[src/rtl/std_mult_seq_if.sv]
// Go/done handshake bundle for the sequential multiplier: operands and start
// request flow from master to slave, the registered product and done pulse return.
interface std_mult_seq_if #(
  parameter int width = 32
);
  logic             go;
  logic [width-1:0] left;
  logic [width-1:0] right;
  logic [width-1:0] out;
  logic             done;

  modport master (
    output go,
    output left,
    output right,
    input  out,
    input  done
  );

  modport slave (
    input  go,
    input  left,
    input  right,
    output out,
    output done
  );
endinterface

[src/rtl/std_mult_seq.sv]
// Radix-2 shift-add unsigned multiplier producing a width-bit truncated product
// in a fixed width+1 cycles, using a single adder and a go/done handshake.
module std_mult_seq #(
  parameter int width = 32
) (
  input  logic           clk,
  input  logic           reset,
  std_mult_seq_if.slave  bus
);

  localparam int              cw         = $clog2(width + 1);
  localparam logic [cw-1:0]   last_count = cw'(width - 1);

  typedef enum logic [1:0] {
    IDLE,
    RUN,
    DONE
  } state_t;

  state_t           state, state_next;
  logic [width-1:0] mcand, mcand_next;
  logic [width-1:0] mplier, mplier_next;
  logic [width-1:0] acc, acc_next;
  logic [width-1:0] out_r, out_next;
  logic [cw-1:0]    count, count_next;
  logic             done_r, done_next;
  logic [width-1:0] sum;

  // Partial product for this iteration; the carry out of the top bit is dropped.
  assign sum = mplier[0] ? acc + mcand : acc;

  always_comb begin
    // NOTE: every signal written here gets a default first so no path leaves it
    // unassigned, which would otherwise infer a latch.
    state_next  = state;
    mcand_next  = mcand;
    mplier_next = mplier;
    acc_next    = acc;
    count_next  = count;
    out_next    = out_r;
    done_next   = 1'b0;

    case (state)
      IDLE: begin
        if (bus.go) begin
          mcand_next  = bus.left;
          mplier_next = bus.right;
          acc_next    = '0;
          count_next  = '0;
          state_next  = RUN;
        end
      end
      RUN: begin
        if (!bus.go) begin
          // Abort: partial result discarded, previous product stays visible.
          state_next = IDLE;
        end else begin
          acc_next    = sum;
          mcand_next  = mcand << 1;
          mplier_next = mplier >> 1;
          count_next  = count + cw'(1);
          if (count == last_count) begin
            out_next   = sum;
            done_next  = 1'b1;
            state_next = DONE;
          end
        end
      end
      DONE: begin
        state_next = IDLE;
      end
      default: begin
        state_next = IDLE;
      end
    endcase
  end

  // NOTE: sequential state uses non-blocking assignments so every register
  // samples the pre-edge values computed above, independent of statement order.
  always_ff @(posedge clk or negedge reset) begin
    if (!reset) begin
      state  <= IDLE;
      mcand  <= '0;
      mplier <= '0;
      acc    <= '0;
      count  <= '0;
      out_r  <= '0;
      done_r <= 1'b0;
    end else begin
      state  <= state_next;
      mcand  <= mcand_next;
      mplier <= mplier_next;
      acc    <= acc_next;
      count  <= count_next;
      out_r  <= out_next;
      done_r <= done_next;
    end
  end

  assign bus.out  = out_r;
  assign bus.done = done_r;

endmodule

[src/flat_wrapper.sv]
// flat-port wrapper written by rule: the top's interface ports become plain ports
module std_mult_seq_flat 
#(
  parameter int width = 32
)
  (clk, reset, bus_go, bus_left, bus_right, bus_out, bus_done);
  std_mult_seq_if #(.width(width)) bus_i ();
  input  logic clk;
  input  logic reset;
  input wire logic [$bits(bus_i.go)-1:0] bus_go;
  input wire logic [$bits(bus_i.left)-1:0] bus_left;
  input wire logic [$bits(bus_i.right)-1:0] bus_right;
  output wire logic [$bits(bus_i.out)-1:0] bus_out;
  output wire logic [$bits(bus_i.done)-1:0] bus_done;
  assign bus_i.go = bus_go;
  assign bus_i.left = bus_left;
  assign bus_i.right = bus_right;
  assign bus_out = bus_i.out;
  assign bus_done = bus_i.done;
  std_mult_seq #(.width(width)) u_core (.clk(clk), .reset(reset), .bus(bus_i));
endmodule
[config.mk]
export PLATFORM = sky130hd
export DESIGN_NAME = std_mult_seq_flat
export DESIGN_NICKNAME = d
export VERILOG_FILES = /design/src/rtl/std_mult_seq_if.sv /design/src/rtl/std_mult_seq.sv /design/src/flat_wrapper.sv
export SDC_FILE = /design/constraint.sdc
export NUM_CORES = 1
export LEC_CHECK = 0
export ABC_AREA = 1
export CAP_MARGIN = 20
export CORE_MARGIN = 2
export CORE_UTILIZATION = 43
export CTS_CLUSTER_DIAMETER = 200
export CTS_CLUSTER_SIZE = 30
export DETAILED_ROUTE_END_ITERATION = 16
export SETUP_SLACK_MARGIN = 0.1
export SLEW_MARGIN = 20
export SYNTH_ARGS = -nofsm -noshare
export SYNTH_HDL_FRONTEND = slang
export SYNTH_SLANG_ARGS = --single-unit
export TNS_END_PERCENT = 50
[constraint.sdc]
create_clock -name clk -period 5.4 [get_ports clk]
set_clock_uncertainty 0.05 [all_clocks]
set_input_delay 1.08 -clock clk [delete_from_list [all_inputs] [get_ports clk]]
set_output_delay 1.08 -clock clk [all_outputs]
set_load 0.03 [all_outputs]
==> metrics.cfg <==
[run_status]
status = complete, no violations

[job]
maxCapViolCount = 0

[clock_network]
holdBufCountCts = 0
cts_root_buffer = clkbuf_16
cts_tree = built
cts_buffers = 17
post-cts-setup-buffers = 0
cts_resized = 0
clk_latency_ps = 440
htree_levels = 4
clk_pin_slew_ps = 60
clock_sinks = 137
cts_buffer_depth = 2

[worst_setup_path]
cp.arrival_ps = 3650
worstSetupEndpointType = flip-flop
worst_ep_required_time_ps = 5620
cp_max_fo = 87
startpoint_type = input port
path_class = in -> reg

[sta]
tightest_slew_ps = 1000
slew_headroom_pct = 33.2
maxSlewViolCount = 0
fin_crit_sh_pct = 63.4
period_needed_ps = 3420
rsz0062_at_grt = false
hold-worst-slack_ps = 429
setup_viol = 0
finalSetupTns_ps = 0
fmax_ghz = 0.292
hold_violations = 0

[global_route]
grtUsageMet3_pct = 4.93
antenna_found_initial = 0
globalRouteMet1Util_pct = 33.1
grt_max_degree = 107
busiest_layer = met2
grtUsageTotal_pct = 23.1
grt_pass1_vias = 7215
grt_remaining_overflow = 0
grt_pass1_wl_um = 36900
met2_usage_pct = 35.1

[finish]
area_growth_pct = 20.9
finish.instance_area_um2 = 10200
antennaDiodeCount = 0
fillers = 1913
nNetsFinal = 1330
layout-drive-gt1-share_pct = 5.95

[drt]
first_pass_iters = 5
ant_nets = 0
vias_per_cell = 5.05
wirelength_um = 22800
drt_iter0_markers = 492
vias = 7615
drc_errors = 0
wl_per_cell_um = 15.1

[die]
floorplan.die_area_um2 = 20700
die_h_um = 144
rows = 51
dieWidth_um = 144
coreArea_um2 = 19300
num_io_pins = 100
start_util_pct = 43.5

[power]
power_frac_seq_pct = 30.0
internal-power_uw = 2490
power.switching_uw = 1750
pwr-share-clk_pct = 28.3
comb_power_share_pct = 41.7
power_density_nw_per_um2 = 417
leakage_uw = 0.00535
peakVddDrop_v = 0.000255
swShare_pct = 41.3

[worst_hold_path]
hold_class = reg -> reg

[place]
routabilityCongestion = 0.918
hpwl_um = 16200
io_buffers = 99
dpl_cell_area_um2 = 9580

[synth]
synth_nets = 1251
synthesis.area_um2 = 8420
syn_inst = 1151
yosys_register_bits = 137
synth.avg_cell_area_um2 = 7.31
seq_area_frac_synth_pct = 40.7
yosysUniqueCellTypes = 37
ys.warnings.count = 0

logic make-up after synthesis:
| group | count (synthesis) | synth area share (%) |
|---|---|---|
| buffers and inverters | 253 | 11.8 |
| and+or+nand+nor | 581 | 29.8 |
| AOI/OAI and AO/OA | 131 | 11.0 |
| xor gates and xnor gates | 16 | 1.66 |
| DFF | 137 | 40.7 |
| adders and majority gates | 33 | 4.99 |
flip-flops by register name (all words and copies together) (netlist names):
register         count
u_core.bus.out      32
u_core.bus.done      1
u_core.mcand        32
u_core.acc          32
u_core.count         6
u_core.mplier       32
u_core.state         2
critical path: stages:
cell and delay [ps]:
clkdlybuf4s50_1 400, inv_1 60, nor2_2 30, buf_4 210, inv_4 550, buf_4 760, nor3_1 290, nor2_1 160
a21oi_1 60
final timing paths:
kind / to / from / cells after the start / slack [ps]
worst max-delay path: u_core.bus.out[2] / bus_go / 9 / 1980
worst min-delay path: u_core.bus.out[31] / u_core.bus.out[31] / 2 / 430
worst max register to register: u_core.bus.out[2] / u_core.state[1] / 7 / 2660
worst min register to register: u_core.bus.out[31] / u_core.bus.out[31] / 2 / 430
max in group asynchronous: u_core.acc[26] / reset / 2 / 3560
min in group asynchronous: u_core.count[1] / reset / 1 / 720
Yosys cell counts, drive strengths merged:
cell	number	share of area, %
nand2	348	16
clkbuf	15	0.67
o221ai	1	0.10
a21o	1	0.089
a22o	1	0.10
xor2	8	0.83
a31oi	1	0.074
xnor2	8	0.83
o211ai	4	0.36
a21oi	22	1.3
buf	30	1.9
o22ai	7	0.52
a221oi	61	6.3
and2	1	0.089
inv	207	9.2
fa	1	0.24
nand4	3	0.22
o21bai	3	0.27
clkinv	1	0.045
nor2	51	2.8
a211oi	1	0.089
dfrtp	137	41
or2	16	1.2
o21ai	29	1.7
nand3	96	5.9
ha	32	4.8
nor3	66	3.9
cell usage in the layout, fill, tap and decap left out, types with 2 or more instances in the layout:
cell | netlist | final
a21oi_1 | 22 | 22
a221oi_1 | 61 | 61
buf_4 | 2 | 6
bufinv_16 | 0 | 2
clkbuf_16 | 0 | 17
clkdlybuf4s50_1 | 0 | 98
clkinvlp_4 | 0 | 4
dfrtp_1 | 137 | 137
ha_1 | 32 | 32
inv_1 | 202 | 202
inv_2 | 5 | 4
inv_6 | 0 | 3
inv_8 | 0 | 3
nand2_1 | 343 | 343
nand2_2 | 5 | 5
nand3_1 | 92 | 92
nand3_2 | 4 | 4
nand4_1 | 3 | 3
nor2_1 | 45 | 45
nor2_2 | 4 | 3
nor2_8 | 2 | 2
nor3_1 | 66 | 66
o211ai_1 | 4 | 4
o21ai_0 | 24 | 24
o21ai_1 | 5 | 5
o21bai_1 | 3 | 3
o22ai_1 | 7 | 7
or2_2 | 15 | 15
xnor2_1 | 8 | 8
xor2_1 | 8 | 8
power by group through the flow:
stage	Sequential (µW)	Clock, µW	Combinational, µW
2_1_floorplan	1250	0	1320
3_3_place_gp	1290	0	1740
3_5_place_dp	1290	0	1750
4_1_cts	1270	1220	1760
5_1_grt	1290	1270	2030
6_report	1270	1200	1770
layer usage:
layer	up-vias	part of all wire (%)
li1	3881	-
met1	3559	49
met2	151	44
met3	24	5.6
met4	0	1.4
met5	-	0
cell type report:
type                       count  area (µm²)  area share, %
clock inverter                14         164           1.61
multi-input combinational    761        4000           39.3
inverter                     208         783           7.70
timing repair buffer         105        1040           10.2
tap                          265         332           3.26
sequential                   137        3430           33.7
clock buffer                  18         429           4.22
stage by stage:
stage               power, µW  util [%]  worst slack (ps)  instances
floorplan                2580         -              3210       1151
global placement         3020      49.6              1590       1476
detailed placement       3040      49.6              1550       1476
CTS                      4260      52.6              1990       1508
global route             4590      52.6              1760       1508
finish                   4240      52.6              1980       1508
Power figures use the tool's default switching activity.
